==> config.mk <==
export PLATFORM = sky130hd
export DESIGN_NAME = hcm_access_sequencer
export DESIGN_NICKNAME = d
export VERILOG_FILES = /design/src/rtl/hcm_access_sequencer_pkg.sv /design/src/rtl/hcm_access_sequencer_inflight.sv /design/src/rtl/hcm_access_sequencer.sv
export SDC_FILE = /design/constraint.sdc
export NUM_CORES = 1
export LEC_CHECK = 0
export ABC_AREA = 1
export CAP_MARGIN = 10
export CORE_MARGIN = 2
export CORE_UTILIZATION = 43
export DETAILED_ROUTE_END_ITERATION = 6
export PLACE_DENSITY = 0.78
export SLEW_MARGIN = 20
export SYNTH_ARGS = -nofsm -noshare
export SYNTH_HDL_FRONTEND = slang
export SYNTH_SLANG_ARGS = --single-unit
==> constraint.sdc <==
create_clock -name clk -period 5.58 [get_ports clk]
set_input_delay 1.674 -clock clk [delete_from_list [all_inputs] [get_ports clk]]
set_output_delay 1.674 -clock clk [all_outputs]
set_load 0.02 [all_outputs]
==> src/rtl/hcm_access_sequencer_pkg.sv <==
// Shared constants, state encodings and hit-request type for the HCM access sequencer.
// Row/info widths and queue depth match the HCMPP block.
package hcm_access_sequencer_pkg;

    localparam int ROWINDEXBITS_HCM = 10;
    localparam int HITINFOBITS      = 16;
    localparam int QUEUESIZE        = 4;

    localparam logic [2:0] ST_IDLE    = 3'd0;
    localparam logic [2:0] ST_RESET   = 3'd1;
    localparam logic [2:0] ST_FILL    = 3'd2;
    localparam logic [2:0] ST_DRAIN   = 3'd3;
    localparam logic [2:0] ST_READOUT = 3'd4;
    localparam logic [2:0] ST_DONE    = 3'd5;

    typedef struct packed {
        logic [ROWINDEXBITS_HCM-1:0] row;
        logic                        isNew;
        logic [HITINFOBITS-1:0]      info;
    } hitReq_t;

endpackage

==> src/rtl/hcm_access_sequencer_inflight.sv <==
// Up/down occupancy counter for outstanding HCMPP requests, with full/empty flags.
// A pop while empty is ignored so late responses cannot underflow the count.
module hcm_inflight_counter #(
    parameter int QUEUESIZE = 4
) (
    input  logic clk,
    input  logic reset,
    input  logic inc,
    input  logic dec,
    output logic full,
    output logic empty
);
    localparam int W = $clog2(QUEUESIZE + 1);

    logic [W-1:0] count;
    logic         decEff;

    assign decEff = dec && (count != '0);
    assign full   = (count == W'(QUEUESIZE));
    assign empty  = (count == '0);

    always_ff @(posedge clk) begin
        if (reset) begin
            count <= '0;
        end else if (inc && !decEff) begin
            count <= count + 1'b1;
        end else if (!inc && decEff) begin
            count <= count - 1'b1;
        end
    end

endmodule

==> src/rtl/hcm_access_sequencer.sv <==
// Event sequencer in front of HCMPP: reset, hit fill, write drain, row readout.
// Optional HCMSEQ_READ_DURING_FILL_EN lets reads use idle issue slots during FILL/DRAIN.
//
// state   | meaning
// IDLE    | waiting for eventStart
// RESET   | one-cycle hcmReset pulse
// FILL    | accepting hits, issuing row writes
// DRAIN   | waiting for write path to go quiet
// READOUT | accepting readout requests, issuing row reads
// DONE    | one-cycle eventDone pulse
module hcm_access_sequencer #(
    parameter int ROWINDEXBITS_HCM = hcm_access_sequencer_pkg::ROWINDEXBITS_HCM,
    parameter int HITINFOBITS      = hcm_access_sequencer_pkg::HITINFOBITS,
    parameter int QUEUESIZE        = hcm_access_sequencer_pkg::QUEUESIZE,
    parameter int DRAIN_CYCLES     = 5,
    parameter int COUNTBITS        = 16
) (
    input  logic                        clk,
    input  logic                        reset,
    input  logic                        eventStart,
    input  logic                        hitValid,
    output logic                        hitReady,
    input  logic [ROWINDEXBITS_HCM-1:0] hitRow,
    input  logic                        hitIsNew,
    input  logic [HITINFOBITS-1:0]      hitInfo,
    input  logic                        hitsDone,
    input  logic                        rdValid,
    output logic                        rdReady,
    input  logic [ROWINDEXBITS_HCM-1:0] rdRow,
    input  logic                        rdDone,
    output logic                        hcmReset,
    output logic                        hcmWriteRow,
    output logic                        hcmSSIDIsNew,
    output logic [ROWINDEXBITS_HCM-1:0] hcmRowToWrite,
    output logic [HITINFOBITS-1:0]      hcmHitInfo,
    output logic                        hcmReadRow,
    output logic [ROWINDEXBITS_HCM-1:0] hcmRowToRead,
    input  logic                        hcmNewOutput,
    output logic [2:0]                  state,
    output logic                        eventDone,
    output logic [COUNTBITS-1:0]        hitCount,
    output logic [COUNTBITS-1:0]        readCount
);
    import hcm_access_sequencer_pkg::*;

    localparam int DRAINW = (DRAIN_CYCLES < 1) ? 1 : $clog2(DRAIN_CYCLES + 1);

    logic              hitsDoneSeen;
    logic              rdDoneSeen;
    logic [DRAINW-1:0] drainCnt;
    hitReq_t           hitReq;
    logic              full;
    logic              empty;
    logic              hitFire;
    logic              rdFire;

    hcm_inflight_counter #(.QUEUESIZE(QUEUESIZE)) u_inflight (
        .clk   (clk),
        .reset (reset),
        .inc   (hitFire || rdFire),
        .dec   (hcmNewOutput),
        .full  (full),
        .empty (empty)
    );

    assign hitReady = (state == ST_FILL) && !full && !hitsDoneSeen;
`ifdef HCMSEQ_READ_DURING_FILL_EN
    // Writes win the slot: a valid hit blocks reads while filling.
    assign rdReady = !full && !rdDoneSeen &&
                     ((state == ST_READOUT) || (state == ST_DRAIN) ||
                      ((state == ST_FILL) && !hitValid));
`else
    assign rdReady = (state == ST_READOUT) && !full && !rdDoneSeen;
`endif
    assign hitFire = hitValid && hitReady;
    assign rdFire  = rdValid && rdReady;

    assign hcmReset      = (state == ST_RESET);
    assign eventDone     = (state == ST_DONE);
    assign hcmRowToWrite = hitReq.row;
    assign hcmSSIDIsNew  = hitReq.isNew;
    assign hcmHitInfo    = hitReq.info;

    always_ff @(posedge clk) begin
        if (reset) begin
            state        <= ST_IDLE;
            hitsDoneSeen <= 1'b0;
            rdDoneSeen   <= 1'b0;
            drainCnt     <= '0;
            hitReq       <= '0;
            hcmWriteRow  <= 1'b0;
            hcmReadRow   <= 1'b0;
            hcmRowToRead <= '0;
            hitCount     <= '0;
            readCount    <= '0;
        end else begin
            hcmWriteRow <= hitFire;
            hcmReadRow  <= rdFire;
            if (hitFire) begin
                hitReq <= '{row: hitRow, isNew: hitIsNew, info: hitInfo};
                if (hitCount != '1) hitCount <= hitCount + 1'b1;
            end
            if (rdFire) begin
                hcmRowToRead <= rdRow;
                if (readCount != '1) readCount <= readCount + 1'b1;
            end
            if (state != ST_IDLE && rdDone) rdDoneSeen <= 1'b1;
            case (state)
                ST_IDLE: begin
                    if (eventStart) begin
                        state        <= ST_RESET;
                        hitCount     <= '0;
                        readCount    <= '0;
                        hitsDoneSeen <= 1'b0;
                        rdDoneSeen   <= 1'b0;
                    end
                end
                ST_RESET: begin
                    state <= ST_FILL;
                    if (hitsDone) hitsDoneSeen <= 1'b1;
                end
                ST_FILL: begin
                    if (hitsDone) hitsDoneSeen <= 1'b1;
                    if (hitsDone || hitsDoneSeen) begin
                        state    <= ST_DRAIN;
                        drainCnt <= DRAINW'(DRAIN_CYCLES);
                    end
                end
                ST_DRAIN: begin
                    // Quiet window restarts whenever anything is outstanding or returns.
                    if (!empty || hcmNewOutput) drainCnt <= DRAINW'(DRAIN_CYCLES);
                    else if (drainCnt == '0)   state    <= ST_READOUT;
                    else                       drainCnt <= drainCnt - 1'b1;
                end
                ST_READOUT: begin
                    if (rdDoneSeen && empty) state <= ST_DONE;
                end
                ST_DONE:  state <= ST_IDLE;
                default:  state <= ST_IDLE;
            endcase
        end
    end

endmodule
==> results.json <==
{
  "power_frac_clock": 0.240,
  "cts_resized": 0,
  "yosys.cell_types.count": 28,
  "io_pins": 123,
  "synth_top_cells_by_area": "dfxtp_1 41%, nand2_1 16%, nor2_1 8.7%",
  "synthesis.nets": 638,
  "startpoint_type": "input pin",
  "n_fill_cell": 811,
  "worst-path-buf-inv": 2,
  "switching_power_uw": 606,
  "cp-end-kind": "flop",
  "netlist_instances": 587,
  "synth-seq-cells": 82,
  "fin_nets": 753,
  "clk_path_buf_depth": 2,
  "yosysSeqAreaShare": 0.414,
  "cts.sinks": 82,
  "drc": 0,
  "first_pass_iters": 4,
  "synth_top_area_frac": 0.414,
  "vias_per_cell": 5.06,
  "status": "finished, final reports clean",
  "ir_drop_uv": 191,
  "synth_warnings": 0,
  "finClkSkew_ns": 0.0123,
  "setup_violations": 0,
  "antenna_cells": 0,
  "fmax_mhz": 276,
  "slew_headroom": 0.666,
  "cts_buffers": 9,
  "cp_max_fo": 36,
  "pwr-share-seq": 0.422,
  "grt.total_usage": 0.204,
  "holdWs_ns": 0.469,
  "grt_max_degree": 37,
  "pwr-share-comb": 0.337,
  "antenna_left": 0,
  "netlist_area_um2": 3970,
  "die_h_um": 100,
  "setup_tns_ns": 0,
  "maxCapViolCount": 0,
  "finalWirelength_um": 10400,
  "min_period_ns": 3.62,
  "hold_path_class": "reg2reg",
  "grt_overflow": 0,
  "crit_type": "in2reg",
  "fin_crit_sh": 0.649,
  "cp_top_family": "buffers and inverters",
  "drv_slew": 0,
  "antenna_found_initial": 0,
  "drt-initial-drc-count": 154,
  "clk_pin_slew_ns": 0.08,
  "io_buffers": 122,
  "gp_congestion": 0.886,
  "initial_core_util": 0.435,
  "arrival_ns": 3.86,
  "rsz0062_at_grt": "false",
  "leakagePower_uw": 0.00201,
  "grt_pass1_wl_um": 16700,
  "syn_area_per_cell_um2": 6.76,
  "synth_area_leader_cell": "dfxtp_1",
  "fp.dieW_um": 100,
  "layout.area.seq_um2": 1640,
  "rows": 35,
  "crit_path_max_incr_delay_ns": 0.50,
  "grt_pass1_vias": 3729,
  "worstPathRequired_ns": 5.82,
  "core-area_um2": 9110,
  "critical_path.cell_chain": "clkdlybuf4s50_1 > nand3_4 > nand2_1 > ha_1 > inv_1 > fa_1 > a21oi_1 > o21ai_0 > o21ai_0 > a21oi_1",
  "multi_input_area_um2": 2000,
  "clk_latency_ns": 0.35,
  "drive_above_1_share": 0.0495,
  "ctsHoldBuffers": 0,
  "routedWlPerCell_um": 12.7,
  "num_vias": 4141,
  "worst-slew-pin-transition_ns": 0.500,
  "p_int_uw": 1020,
  "hpwl_um": 7600,
  "cts_max_level": 3,
  "area_delta_synth_final_pct": 36.1,
  "cts_tree": "done",
  "p_per_area_nw_per_um2": 302,
  "switching_share": 0.372,
  "hold_violations": 0,
  "crit_slowest_cell": "clkdlybuf4s50_1",
  "die-area_um2": 10000,
  "cts-root-buf": "clkbuf_8",
  "postCtsSetupBuffers": 0
}
[logic make-up after synthesis]
group | after synthesis | share of synthesized area
fa+ha+maj | 6 | 0.0208
compound gates | 86 | 0.109
xor+xnor | 5 | 0.0110
simple gates | 333 | 0.363
flops | 82 | 0.414
buf+inv | 75 | 0.0823
[stage by stage]
step / cells / total power [uW] / utilization / instance area (um2) / setup WS [ns]
detailed placement: 802 / 1250 / 0.573 / 5220 / 1.62
global route: 818 / 1740 / 0.592 / 5400 / 1.84
global placement: 802 / 1230 / 0.573 / 5220 / 1.72
finish: 818 / 1630 / 0.592 / 5400 / 1.96
floorplan: 587 / 1070 / - / 3970 / 2.45
CTS: 818 / 1640 / 0.592 / 5400 / 1.98
[worst paths after layout]
check        slack [ns]                        from                               end  cells after the start
min reg2reg        0.47  hcmHitInfo[9]$_SDFFE_PP0N_        hcmHitInfo[9]$_SDFFE_PP0N_                      2
max                1.96                    hitValid  u_inflight.count[2]$_SDFFE_PP0P_                     10
max reg2reg        2.97       state[2]$_SDFFE_PP0P_  u_inflight.count[2]$_SDFFE_PP0P_                     12
min                0.47  hcmHitInfo[9]$_SDFFE_PP0N_        hcmHitInfo[9]$_SDFFE_PP0N_                      2
[worst min-delay path, cell delays in order, from the launching register on]
cell and delay, ns:
dfxtp_1 0.31, nand2_1 0.06, a21oi_1 0.06
[cells in the mapped netlist]
master and instances:
clkbuf_1 6, nand3_2 1, nand4_1 7, buf_2 6, nand3_1 41, nor3_1 5
inv_1 52, nor2_1 92, dfxtp_1 82, or2_0 1, xnor2_1 1, nand3_4 2
o21ai_1 1, buf_6 3, nor2_2 3, nand2_1 170, inv_2 4, nand2_2 2
a21oi_1 58, nor2_4 4, nand4_2 1, nand4_4 1, nand3b_1 3, o21ai_0 27
ha_1 5, buf_4 4, xor2_1 4, fa_1 1
[flip-flops by register name, summed over array words and instances, names as in the netlist]
register,cells
hcmHitInfo,16
hitCount,16
readCount,16
hcmRowToRead,10
hcmRowToWrite,10
drainCnt,3
state,3
u_inflight.count,3
hcmReadRow,1
hcmSSIDIsNew,1
hcmWriteRow,1
hitsDoneSeen,1
rdDoneSeen,1
[cell type report]
type                       instances  share of cell area
timing repair buffer             123               0.228
inverter                          56              0.0390
sequential                        82               0.304
clock inverter                     7              0.0102
tap                              111              0.0257
multi-input combinational        430               0.370
clock buffer                       9              0.0230
[power groups by stage]
stage | Clock, uW | Combinational [uW] | Sequential, uW
after floorplan | 0 | 328 | 740
after global placement | 0 | 528 | 698
after detailed placement | 0 | 548 | 700
after CTS | 403 | 553 | 687
after global routing | 433 | 609 | 694
final | 392 | 550 | 688
[placed cells by master (no fill, tap or decap), drive strengths merged, types with 3 or more instances in the layout]
cell type        n
inv             57
nand2          172
ha               5
clkdlybuf4s50  122
nand3           44
xor2             4
o21ai           28
nor3             5
nand3b           3
nor2            99
dfxtp           82
clkbuf           9
nand4            9
a21oi           58
clkinv           5
[metal layers]
layer	routed length [um]	vias to the layer above	global-route usage
met5	0	-	0
met4	126	0	0.0706
met3	534	17	0.0487
met2	5230	145	0.350
met1	4480	1880	0.251
li1	-	2099	-
Power figures use the tool's default switching activity.
==> patch: new RTL, same flow settings <==
Build with the macro `HCMSEQ_READ_DURING_FILL_EN` defined.
--- a/src/rtl/hcm_access_sequencer.sv
+++ b/src/rtl/hcm_access_sequencer.sv
@@ -8,6 +8,8 @@
 // DRAIN   | waiting for write path to go quiet
 // READOUT | accepting readout requests, issuing row reads
 // DONE    | one-cycle eventDone pulse
+`define HCMSEQ_READ_DURING_FILL_EN
+
 module hcm_access_sequencer #(
     parameter int ROWINDEXBITS_HCM = hcm_access_sequencer_pkg::ROWINDEXBITS_HCM,
     parameter int HITINFOBITS      = hcm_access_sequencer_pkg::HITINFOBITS,
Function: changed (Yosys sat finds a counterexample within 4 cycles, from zero or initial values and one cycle with reset high).
==> patch against the unedited design <==
- setup slack got worse by 1200 ps
- critical path type is now in -> out
- fmax fell by 25%
- via count fell by 0.43%
- non-clock buffer count rose by 2
- clock skew fell by 3.9 ps
- design area rose by 1.4%
- largest cell class unchanged
- synthesized area barely moved
- cell count rose by 0.61%
- utilization rose by 0.85 points
- synthesized cell count rose by 0.85%
- routed wire length fell by 2.8%
- power rose by 19%
- sequential cell count did not move
==> patch: results (changes against the unedited design) <==
Run status
  • Run status: finished clean

Yosys
  • Largest cells by area after synthesis: sky130_fd_sc_hd__dfxtp_1 (41%), sky130_fd_sc_hd__nand2_1 (18%), sky130_fd_sc_hd__a21oi_1 (7.7%)
  • Post-Synthesis Cells: 592 (+0.85%)
  • Net count of the mapped netlist: 643 (+0.78%)
  • Share of synthesized area occupied by flip-flops and latches: 0.414 (about the same)
  • Count of cell types in the netlist: 27 (-3.6%)
  • Main synth FF type: sky130_fd_sc_hd__dfxtp_1
  • Synth cell count leaders: sky130_fd_sc_hd__nand2_1 (190), sky130_fd_sc_hd__dfxtp_1 (82), sky130_fd_sc_hd__nor2_1 (81), sky130_fd_sc_hd__a21oi_1 (61), sky130_fd_sc_hd__inv_1 (54)

Power and ir drop
  • Cell leakage power: 2.10 nW (+4.6%)
  • Max VDD drop: 0.224 mV (+17%)
  • Fraction of power spent switching nets: 0.358 (-0.0140)

Critical path
  • Worst R2R Path Depth: 13 (+1)
  • Cell type group with the largest total delay on the critical path: buffers and inverters
  • CP endpoint: rdReady
  • Slowest Stage Delay on Critical Path: 590 ps (+90 ps)
  • Startpoint of the most critical register-to-register path: state[0]
  • Worst-path fanout max: 2 (-94%)
  • Arrival time worst endpoint: 3130 ps (-730 ps)
  • Reg2reg end: u_inflight.count[2]
  • Register-to-register setup slack: 2810 ps (-160 ps)

Placement
  • # placed instances: 808 (+0.75%)
  • Final RePlAce weighted congestion: 1.02 (+15%)
  • Post-detailed-placement cell area: 5230 sq um (+0.31%)
  • Detail Placement HPWL: 7360 um (-3.1%)

GRT
  • Pin count of the biggest net entering global routing: 48 (+30%)
  • First-pass GRT wire length: 16,900 um (+1.5%)
  • Met2 usage: 0.342 (-0.00832)
  • Gr usage total: 0.205 (+0.00141)
  • Vias in the first global route: 3,863 (+3.6%)
  • Met3 layer usage reported by global route: 0.0794 (+0.0306)
  • Met1 Resource Use GR: 0.246 (-0.00490)

Cells and area
  • N_diodes: 0 (unchanged)
  • Share of cells above drive strength 1: 0.0407 (-0.00877)
  • Number of nets at the end of the flow: 759 (+0.80%)

Routing
  • Detailed-routed wire length on met2: 4550 um (-13%)
  • Via count: 4,123 (-0.43%)
  • Sum of met3 wire segment lengths after detailed routing: 959 um (+80%)
  • Number of design-rule violations left by the first detailed-router iteration: 177 (+15%)
  • Routed len/inst: 12.2 um (-3.4%)
  • Detailed-router iteration count before antenna repair: 5 (+1)
  • Routed metal-1 wirelength: 4460 um (-0.51%)
  • Vias per Instance: 5.01 (-1.0%)

Min path
  • Hold Crit Start: drainCnt[0]

Clock network
  • Clock transition at the register clock pins on the worst setup and hold paths after CTS: 80 ps (about the same)
  • Num CTS Buffers: 9 (unchanged)
  • Clock Root Buffer: sky130_fd_sc_hd__clkbuf_8
  • Htree depth: 3 (unchanged)
  • Post-CTS Setup Inserts: 0 (unchanged)

STA
  • Setup skew after layout: 8.37 ps (-3.94 ps)
  • Measured slew at the worst slew-check pin: 768 ps (+268 ps)
patch: per-stage QoR:
step	setup slack [ps]	hold WS, ps
finish	778	433
global route	713	458
global placement	799	414
detailed placement	784	425
floorplan	1800	403
CTS	782	437
patch: power by group through the flow:
stage | Sequential (W) | Combinational [W] | Clock, W
2_1_floorplan | 0.000796 | 0.000392 | 0
5_1_grt | 0.000743 | 0.000767 | 0.000551
3_3_place_gp | 0.000739 | 0.000665 | 0
3_5_place_dp | 0.000743 | 0.000685 | 0
6_report | 0.000730 | 0.000686 | 0.000516
4_1_cts | 0.000730 | 0.000689 | 0.000529
patch: area by class of cell:
class / count / area (sq um)
Clock inverter: 5 / 103
Fill cell: 832 / 3630
Timing Repair Buffer: 125 / 1240
Inverter: 56 / 210
Sequential cell: 82 / 1640
Multi-Input combinational cell: 434 / 2000
Clock buffer: 10 / 138
Tap cell: 111 / 139
patch: kinds of logic after synthesis:
| kind of cell | after synthesis | share of synthesized area |
|---|---|---|
| AND/OR/NAND/NOR | 334 | 0.352 |
| AO/OA/AOI/OAI | 82 | 0.104 |
| flip-flops | 82 | 0.414 |
| buffers and inverters | 76 | 0.0821 |
| XOR/XNOR | 12 | 0.0265 |
| adder cells (fa/ha/maj) | 6 | 0.0208 |
patch: worst min path at each step:
| stage | end | cells past startpoint | slack [ps] |
|---|---|---|---|
| 2_1_floorplan | drainCnt[0] | 1 | 400 |
| 3_3_place_gp | drainCnt[0] | 1 | 410 |
| 3_5_place_dp | drainCnt[0] | 1 | 430 |
| 4_1_cts | drainCnt[0] | 1 | 440 |
| 5_1_grt | drainCnt[0] | 1 | 460 |
| 6_report | drainCnt[0] | 1 | 430 |
